--- src/rtl/onehot_seq_monitor_if.sv ---
// onehot_seq_monitor_if
// Bundles the sample bus going into the one-hot sequence monitor and the
// status bus coming out of it.
//   master : drives en/clr/state_in/op_in, observes the status outputs
//   slave  : the monitor itself
// Signals:
//   en          sample qualifier
//   clr         synchronous clear of error, lock and counters
//   state_in    one-hot sequencer state (0001 idle .. 1000 s3)
//   op_in       sequencer op (index of the previous state)
//   locked      monitor is tracking the sequence
//   phase       index of the last accepted state
//   round_tick  one-cycle pulse per completed round
//   round_cnt   completed rounds, wraps
//   err         sticky error flag
//   err_code    first error since the last clear
interface onehot_seq_monitor_if #(
   parameter int CNT_W = 8
) ();
   logic             en;
   logic             clr;
   logic [3:0]       state_in;
   logic [1:0]       op_in;
   logic             locked;
   logic [1:0]       phase;
   logic             round_tick;
   logic [CNT_W-1:0] round_cnt;
   logic             err;
   logic [2:0]       err_code;

   modport master (
      output en, clr, state_in, op_in,
      input  locked, phase, round_tick, round_cnt, err, err_code
   );

   modport slave (
      input  en, clr, state_in, op_in,
      output locked, phase, round_tick, round_cnt, err, err_code
   );
endinterface

--- src/rtl/onehot_seq_monitor.sv ---
// onehot_seq_monitor
// Registered checker for a 4-state one-hot sequencer (idle->s1->s2->s3->idle).
// Locks onto the sequence, checks one-hot encoding, transition order and op
// coherence, counts completed rounds and latches the first error code.
// Ports:
//   clk  clock, all updates on the rising edge
//   rst  asynchronous active-low reset
//   bus  onehot_seq_monitor_if.slave (sample inputs, status outputs)
//
// state  | meaning
// -------+-------------------------------------------------------------
// UNSYNC | waiting for an idle sample (0001) to lock onto
// TRACK  | locked; every qualified sample is classified
// ERROR  | an error was latched; samples ignored until clr or rst
module onehot_seq_monitor #(
   parameter int CNT_W = 8
) (
   input  logic                    clk,
   input  logic                    rst,
   onehot_seq_monitor_if.slave     bus
);

   typedef enum logic [1:0] {
      UNSYNC = 2'd0,
      TRACK  = 2'd1,
      ERROR  = 2'd2
   } mon_state_t;

   mon_state_t       st_q, st_nxt;
   logic [1:0]       prev_q, prev_nxt;
   logic [CNT_W-1:0] cnt_q, cnt_nxt;
   logic             tick_q, tick_nxt;
   logic             err_q, err_nxt;
   logic [2:0]       code_q, code_nxt;

   logic             is_onehot;
   logic [1:0]       nxt_idx;
   logic [3:0]       exp_state;

   // Sample classification helpers; nxt_idx wraps s3 -> idle naturally.
   assign is_onehot = (bus.state_in != 4'b0000) &&
                      ((bus.state_in & (bus.state_in - 4'd1)) == 4'b0000);
   assign nxt_idx   = prev_q + 2'd1;
   assign exp_state = 4'b0001 << nxt_idx;

   always_ff @(posedge clk or negedge rst) begin
      if (!rst) begin
         st_q   <= UNSYNC;
         prev_q <= 2'd0;
         cnt_q  <= '0;
         tick_q <= 1'b0;
         err_q  <= 1'b0;
         code_q <= 3'b000;
      end else begin
         st_q   <= st_nxt;
         prev_q <= prev_nxt;
         cnt_q  <= cnt_nxt;
         tick_q <= tick_nxt;
         err_q  <= err_nxt;
         code_q <= code_nxt;
      end
   end

   always_comb begin
      st_nxt   = st_q;
      prev_nxt = prev_q;
      cnt_nxt  = cnt_q;
      tick_nxt = 1'b0;
      err_nxt  = err_q;
      code_nxt = code_q;

      if (bus.clr) begin
         st_nxt   = UNSYNC;
         prev_nxt = 2'd0;
         cnt_nxt  = '0;
         err_nxt  = 1'b0;
         code_nxt = 3'b000;
      end else if (bus.en) begin
         unique case (st_q)
            UNSYNC: begin
               if (bus.state_in == 4'b0001) begin
                  st_nxt   = TRACK;
                  prev_nxt = 2'd0;
               end
            end
            TRACK: begin
               // err is always clear while tracking, so the code captured
               // here is necessarily the first one since the last clear.
               if (!is_onehot) begin
                  st_nxt   = ERROR;
                  err_nxt  = 1'b1;
                  code_nxt = 3'b001;
               end else if (bus.state_in == exp_state && bus.op_in == prev_q) begin
                  prev_nxt = nxt_idx;
                  if (nxt_idx == 2'd0) begin
                     tick_nxt = 1'b1;
                     cnt_nxt  = cnt_q + CNT_W'(1);
                  end
               end else if (bus.state_in == 4'b0001 && bus.op_in == 2'b00) begin
                  prev_nxt = 2'd0;
               end else if (bus.state_in == exp_state) begin
                  st_nxt   = ERROR;
                  err_nxt  = 1'b1;
                  code_nxt = 3'b011;
               end else begin
                  st_nxt   = ERROR;
                  err_nxt  = 1'b1;
                  code_nxt = 3'b010;
               end
            end
            ERROR: begin
            end
            default: begin
               st_nxt = UNSYNC;
            end
         endcase
      end
   end

   assign bus.locked     = (st_q == TRACK);
   assign bus.phase      = prev_q;
   assign bus.round_tick = tick_q;
   assign bus.round_cnt  = cnt_q;
   assign bus.err        = err_q;
   assign bus.err_code   = code_q;

endmodule

--- src/flat_wrapper.sv ---
// flat-port wrapper written by rule: the top's interface ports become plain ports
module onehot_seq_monitor_flat 
#(
   parameter int CNT_W = 8
)
  (clk, rst, bus_en, bus_clr, bus_state_in, bus_op_in, bus_locked, bus_phase, bus_round_tick, bus_round_cnt, bus_err, bus_err_code);
  onehot_seq_monitor_if #(.CNT_W(CNT_W)) bus_i ();
  input  logic clk;
  input  logic rst;
  input wire logic [$bits(bus_i.en)-1:0] bus_en;
  input wire logic [$bits(bus_i.clr)-1:0] bus_clr;
  input wire logic [$bits(bus_i.state_in)-1:0] bus_state_in;
  input wire logic [$bits(bus_i.op_in)-1:0] bus_op_in;
  output wire logic [$bits(bus_i.locked)-1:0] bus_locked;
  output wire logic [$bits(bus_i.phase)-1:0] bus_phase;
  output wire logic [$bits(bus_i.round_tick)-1:0] bus_round_tick;
  output wire logic [$bits(bus_i.round_cnt)-1:0] bus_round_cnt;
  output wire logic [$bits(bus_i.err)-1:0] bus_err;
  output wire logic [$bits(bus_i.err_code)-1:0] bus_err_code;
  assign bus_i.en = bus_en;
  assign bus_i.clr = bus_clr;
  assign bus_i.state_in = bus_state_in;
  assign bus_i.op_in = bus_op_in;
  assign bus_locked = bus_i.locked;
  assign bus_phase = bus_i.phase;
  assign bus_round_tick = bus_i.round_tick;
  assign bus_round_cnt = bus_i.round_cnt;
  assign bus_err = bus_i.err;
  assign bus_err_code = bus_i.err_code;
  onehot_seq_monitor #(.CNT_W(CNT_W)) u_core (.clk(clk), .rst(rst), .bus(bus_i));
endmodule
--- config.mk ---
export PLATFORM = sky130hd
export DESIGN_NAME = onehot_seq_monitor_flat
export DESIGN_NICKNAME = d
export VERILOG_FILES = /design/src/rtl/onehot_seq_monitor_if.sv /design/src/rtl/onehot_seq_monitor.sv /design/src/flat_wrapper.sv
export SDC_FILE = /design/constraint.sdc
export NUM_CORES = 1
export LEC_CHECK = 0
export BUFFER_PORTS_ARGS = -buffer_cell sky130_fd_sc_hd__buf_2
export CAP_MARGIN = 20
export CORE_ASPECT_RATIO = 0.75
export CORE_UTILIZATION = 50
export DETAILED_ROUTE_END_ITERATION = 16
export PLACE_DENSITY = 0.77
export SYNTH_ARGS = -nofsm -noshare
export SYNTH_HDL_FRONTEND = slang
export SYNTH_SLANG_ARGS = --single-unit
--- constraint.sdc ---
create_clock -name clk -period 2.4 [get_ports clk]
set_input_delay 0.6 -clock clk [delete_from_list [all_inputs] [get_ports clk]]
set_output_delay 0.6 -clock clk [all_outputs]
set_load 0.1 [all_outputs]
==> results.yml, run 1 <==
outcome:
  outcome: "finished clean"
clocking:
  cts_tree: "yes"
  clk_path_buf_depth: 2
  post_cts_buffers: 0
  cts-root-buf: "clkbuf_4"
  ctsHoldBuffers: 0
  post_cts_resize_count: 0
  worstSkewPairLatency_ns: 0.30
  htreeDepth: 1
  clock-sinks: 16
  clk_pin_slew_worst_paths_ns: 0.10
  cts_buffers: 3
cells_and_area:
  finalNetCount: 163
  area_delta_synth_final_pct: 15.1
  diodes: 0
  finalCoreUtilization: 0.615
  final_layout_size_suffix_gt1_frac: 0.293
  nFillCells: 199
worst_setup_path:
  ff2ff_setup_slack_ns: 0.15
  critPathCaptureType: "flip-flop"
  timing.rr.start: "u_core.bus.phase[0]"
  slowest_delay_ns: 0.53
  cp_max_fo: 15
  cpMaxStageDelayCell: "dfrtp_4"
  required_ns: 2.59
  r2r_end: "u_core.bus.round_cnt[4]"
  crit_arrival_ns: 2.44
  setup.worst_path.start_class: "flip-flop"
  rr_worst_depth: 5
  critPathKind: "reg -> reg"
  path_cells: "ha_1 -> xnor2_1 -> nand4_4 -> nor4_1 -> mux2_1"
yosys:
  async_reset_ff_frac: 1.00
  synthMuxAreaShare: 0.0715
  synth_cells: 123
  synthSimpleGateAreaFrac: 0.319
  syn_area_um2: 1240
  post_synth_num_cell_types: 48
  synth_top_area_frac: 0.322
  avgSynthCellArea_um2: 10.1
  synth_fa_ha_area_frac: 0.0504
  yosysSeqAreaShare: 0.322
  synth_compound_area_frac: 0.145
  synth_nets: 138
  ys.flop_type: "dfrtp_1"
  synth_xor_area_frac: 0.0493
  synth.ff_latch_count: 16
  synth-edff-count: 0
  synth_warnings: 0
  synth_area_leaders: "dfrtp_1 (32%), mux2_1 (6.3%), ha_1 (5.0%)"
  yosysTopAreaCell: "dfrtp_1"
  synth_top_family_by_area: "simple AND/OR/NAND/NOR gates"
timing:
  worstMarginPinSlew_ns: 0.578
  max_freq_ghz: 0.445
  skew_ns: 0.00937
  relSlewSlack: 0.614
  setup_viol: 0
  hold_viol_final: 0
  finalCritPeriodShare: 0.937
  slew_violations: 0
  rsz0062_at_grt: "no"
  tns_ns: 0
  holdWs_ns: 0.193
  fin_ws_ns: 0.152
  period_needed_ns: 2.25
placed_design:
  post-place-ws_ns: -0.0220
  dp_hpwl_mm: 2.10
  io_buffer_count: 24
  place.gp.congestion: 0.959
grt:
  grt_pass1_vias: 962
  grt.total_usage: 0.237
  grt_max_degree: 26
  grt_pass1_wl_mm: 4.62
  overflow: 0
  antenna_found_initial: 0
drt:
  dr.pass1.iters: 4
  ant_nets: 0
  wire_per_inst_um: 15.7
  drt-total-wl_mm: 2.83
  vias: 1064
  via_per_inst: 5.88
  drt-initial-drc-count: 48
  route.detailed.drc: 0
die:
  initial_core_util: 0.534
  die-width_um: 59.6
  core_um2: 2330
  row_count: 15
  io_pins: 26
  die_area_um2: 2690
  die_y_um: 45.2
power:
  p_switching_uw: 149
  pwr-share-clk: 0.340
  ir_worst_vdd_uv: 322
  combPwrFrac: 0.153
  power_frac_seq: 0.507
  swShare: 0.279
  p_per_area_nw_per_um2: 374
  p_int_uw: 386
  p_leak_nw: 0.630
min_path:
  hold_class: "in -> async"
run:
  maxCapViolations: 0
metal layers:
| metal | wire length, µm | track usage | vias to the layer above |
|---|---|---|---|
| met5 | 0 | 0 | - |
| met4 | 30 | 0.0605 | 0 |
| met3 | 138 | 0.0831 | 6 |
| met2 | 1280 | 0.337 | 31 |
| met1 | 1380 | 0.341 | 519 |
| li1 | - | - | 508 |
cell usage after synthesis, types with 2 or more instances:
| library cell | instances |
|---|---|
| nand4_1 | 3 |
| nor2b_1 | 8 |
| a21oi_1 | 2 |
| nand2_1 | 4 |
| xnor2_1 | 7 |
| nand2b_1 | 5 |
| nor2_1 | 11 |
| nor4_1 | 4 |
| mux2_1 | 7 |
| a211oi_1 | 3 |
| ha_1 | 5 |
| inv_1 | 4 |
| nand3_1 | 2 |
| and3_1 | 2 |
| nor4_2 | 4 |
| nor3b_1 | 2 |
| clkbuf_1 | 3 |
| or4_1 | 2 |
| dfrtp_1 | 16 |
state kept, by name (all words and copies together) (netlist names):
register and flops:
u_core.bus.round_cnt 8, u_core.bus.err_code 2, u_core.bus.phase 2, u_core.st_q 2, u_core.bus.err 1, u_core.bus.round_tick 1
area by class of cell:
| type | count | area, µm² | area share |
|---|---|---|---|
| Multi-Input combinational cell | 97 | 793 | 0.555 |
| Sequential cell | 16 | 408 | 0.285 |
| Tap cell | 34 | 42.5 | 0.0297 |
| Inverter | 4 | 15.0 | 0.0105 |
| Clock buffer | 4 | 36.3 | 0.0254 |
| Timing Repair Buffer | 26 | 135 | 0.0945 |
through the flow:
step | power (mW) | cell area (µm²) | std cells
2_1_floorplan | 0.335 | 1250 | 123
3_3_place_gp | 0.355 | 1390 | 177
3_5_place_dp | 0.358 | 1390 | 177
4_1_cts | 0.538 | 1430 | 181
5_1_grt | 0.558 | 1430 | 181
6_report | 0.535 | 1430 | 181
power groups by stage:
stage / registers [mW] / clock network [mW] / logic (mW)
floorplan: 0.281 / 0 / 0.0541
global placement: 0.277 / 0 / 0.0781
detailed placement: 0.277 / 0 / 0.0816
CTS: 0.271 / 0.185 / 0.0818
global route: 0.272 / 0.198 / 0.0883
finish: 0.271 / 0.182 / 0.0816
how the worst max path moves through the flow:
stage,from,endpoint,slack (ns),cells after the start
4_1_cts,u_core.bus.phase[0],u_core.bus.round_cnt[1],0.19,6
6_report,u_core.bus.phase[0],u_core.bus.round_cnt[4],0.15,5
3_5_place_dp,bus_state_in[0],u_core.bus.round_cnt[4],-0.02,5
3_3_place_gp,bus_state_in[0],u_core.bus.round_cnt[4],0.05,5
5_1_grt,u_core.bus.phase[1],u_core.bus.round_cnt[1],0.08,7
2_1_floorplan,u_core.st_q[0],bus_locked,0.03,1
kinds of logic after synthesis:
logic type | Yosys count
AOI/OAI and AO/OA | 19
DFF | 16
other | 1
xor gates and xnor gates | 7
and+or+nand+nor | 57
muxes | 8
buffers and inverters | 10
adders and majority gates | 5
worst max-delay path, delay by kind of cell, from the launching register on:
| family | cells | cell delay [ns] |
|---|---|---|
| adder cells (fa/ha/maj) | 1 | 0.26 |
| multiplexers | 1 | 0.36 |
| AND/OR/NAND/NOR | 2 | 0.73 |
| flip-flops | 1 | 0.53 |
| XOR/XNOR | 1 | 0.26 |
placed cells by master, fill, tap and decap left out, types with 2 or more instances in the layout:
cell	Yosys	layout
nand3_1	2	2
clkbuf_4	0	3
nand4_1	3	3
mux2_1	7	7
ha_1	5	5
and3_1	2	2
or4_1	2	2
dfrtp_1	16	14
nor2b_1	8	8
dfrtp_4	0	2
buf_4	1	2
nand2_1	4	4
inv_1	4	4
a21oi_1	2	2
a211oi_1	3	3
xnor2_1	7	7
nor2_1	11	11
buf_2	0	24
nor4_2	4	4
nand2b_1	5	5
nor3b_1	2	2
nor4_1	4	4
No activity file was read; power rests on OpenSTA's default activity.
==> run 2: changes to the inputs <==
CORE_UTILIZATION = 54   (was 50)
PLACE_DENSITY = 0.82   (was 0.77)
SLEW_MARGIN = 10   (was unset)
==> run 2 against run 1 <==
Effect of this change:
- the flow now finishes with violations (design-rule violations)
- die area down 7.1%
- routed wire length down 3.3%
- clock power down 3%
- power down 0.71%
- utilization up 6.9 points
- sequential cell count unchanged
==> results.yml, run 2 (synthesis results as in run 1) <==
outcome:
  outcome: "complete, but fails checks"
  violations: "design-rule violations"
worst_setup_path:
  timing.rr.start: "u_core.bus.phase[0]"
  path_cells: "ha_1 -> xnor2_1 -> nand4_4 -> nor4_1 -> mux2_1"
  required_ns: 2.57
  critPathCaptureType: "flip-flop"
  ff2ff_setup_slack_ns: 0.18
  setup.worst_path.start_class: "flip-flop"
  slowest_delay_ns: 0.53
  crit_arrival_ns: 2.40
  cpMaxStageDelayCell: "dfrtp_4"
  r2r_end: "u_core.bus.round_cnt[7]"
  critPathKind: "reg -> reg"
  cp_max_fo: 15
  rr_worst_depth: 5
cells_and_area:
  final_layout_size_suffix_gt1_frac: 0.297
  final_common_cell: "buf_2"
  largest_reg_flops: 8
  finalNetCount: 164
  layout_common_cells: "buf_2 (24), dfrtp_1 (14), nor2_1 (11), nor2b_1 (8)"
  diodes: 0
  area_delta_synth_final_pct: 14.7
power:
  ir_worst_vdd_uv: 192
  total_power_uw: 531
  p_leak_nw: 0.635
  p_per_area_nw_per_um2: 373
clocking:
  clk_path_buf_depth: 2
  post_cts_resize_count: 0
  ctsHoldBuffers: 0
  cts_buffers: 3
  clk_pin_slew_worst_paths_ns: 0.09
  worstSkewPairLatency_ns: 0.29
  clock-sinks: 16
  cts_tree: "yes"
  htreeDepth: 1
  post_cts_buffers: 0
  cts-root-buf: "clkbuf_4"
die:
  initial_core_util: 0.596
  row_count: 14
  die_y_um: 43.5
  die_area_um2: 2500
  core_um2: 2080
  io_pins: 26
  die-width_um: 57.4
drt:
  wire_per_inst_um: 15.9
  via_per_inst: 6.15
  vias: 1057
  dr.pass1.iters: 10
  route.detailed.drc: 1
  drt-total-wl_mm: 2.74
  drt-initial-drc-count: 43
  ant_nets: 0
grt:
  grt.total_usage: 0.259
  grt_pass1_wl_mm: 4.87
  overflow: 0
  antenna_found_initial: 0
  grt_max_degree: 26
  grt_pass1_vias: 1032
timing:
  tns_ns: 0
  worstMarginPinSlew_ns: 0.582
  finalCritPeriodShare: 0.926
  hold_viol_final: 0
  period_needed_ns: 2.22
  skew_ns: 0.00435
  rsz0062_at_grt: "no"
  setup_viol: 0
  max_freq_ghz: 0.450
  relSlewSlack: 0.611
  holdWs_ns: 0.208
  slew_violations: 0
placed_design:
  place.gp.congestion: 0.948
  io_buffer_count: 24
  dp_hpwl_mm: 2.02
run:
  maxCapViolations: 0
min_path:
  hold_class: "in -> async"
run 2: changes by cell type in the layout (fill, tap and decap cells not counted), sizes merged:
cell,change
buf,+1
run 2: worst max path at each step:
stage / from / endpoint / slack (ns) / depth (start not counted)
2_1_floorplan: u_core.st_q[0] / bus_locked / 0.03 / 1
3_3_place_gp: bus_state_in[0] / u_core.bus.round_cnt[4] / 0.04 / 5
3_5_place_dp: bus_state_in[0] / u_core.bus.round_cnt[7] / -0.008 / 5
4_1_cts: u_core.bus.phase[0] / u_core.bus.round_cnt[7] / 0.21 / 5
5_1_grt: u_core.bus.phase[0] / u_core.bus.round_cnt[7] / 0.04 / 5
6_report: u_core.bus.phase[0] / u_core.bus.round_cnt[7] / 0.18 / 5
run 2: metrics by stage:
step / instance area (µm²) / worst slack, ns / cells / util
floorplan: 1250 / 0.0301 / 123 / -
global placement: 1390 / 0.0372 / 168 / 0.666
detailed placement: 1390 / -0.00760 / 168 / 0.666
CTS: 1430 / 0.210 / 172 / 0.684
global route: 1430 / 0.0377 / 172 / 0.684
finish: 1430 / 0.177 / 172 / 0.684
run 2: routing by layer:
| layer | part of all wire | GRT usage |
|---|---|---|
| met4 | 0.011 | 0.0585 |
| met5 | 0 | 0 |
| met1 | 0.50 | 0.368 |
| met3 | 0.034 | 0.0567 |
| met2 | 0.45 | 0.407 |
run 2: layout make-up:
| type | instances | area, µm² |
|---|---|---|
| tap | 24 | 30.0 |
| clock buffer | 4 | 36.3 |
| timing repair buffer | 27 | 143 |
| inverter | 4 | 15.0 |
| fill | 163 | 659 |
| multi-input combinational | 97 | 793 |
| sequential | 16 | 408 |
run 2: worst max-delay path, delay by kind of cell (launching register included):
kind | cells | cell delay (ns)
adders and majority gates | 1 | 0.26
and+or+nand+nor | 2 | 0.72
muxes | 1 | 0.36
xor gates and xnor gates | 1 | 0.24
DFF | 1 | 0.53
run 2: power breakdown:
group | internal, mW | switching (mW) | total [mW]
Clock | 0.0924 | 0.0842 | 0.177
Combinational | 0.0239 | 0.0593 | 0.0831
Sequential | 0.270 | 0.000994 | 0.271
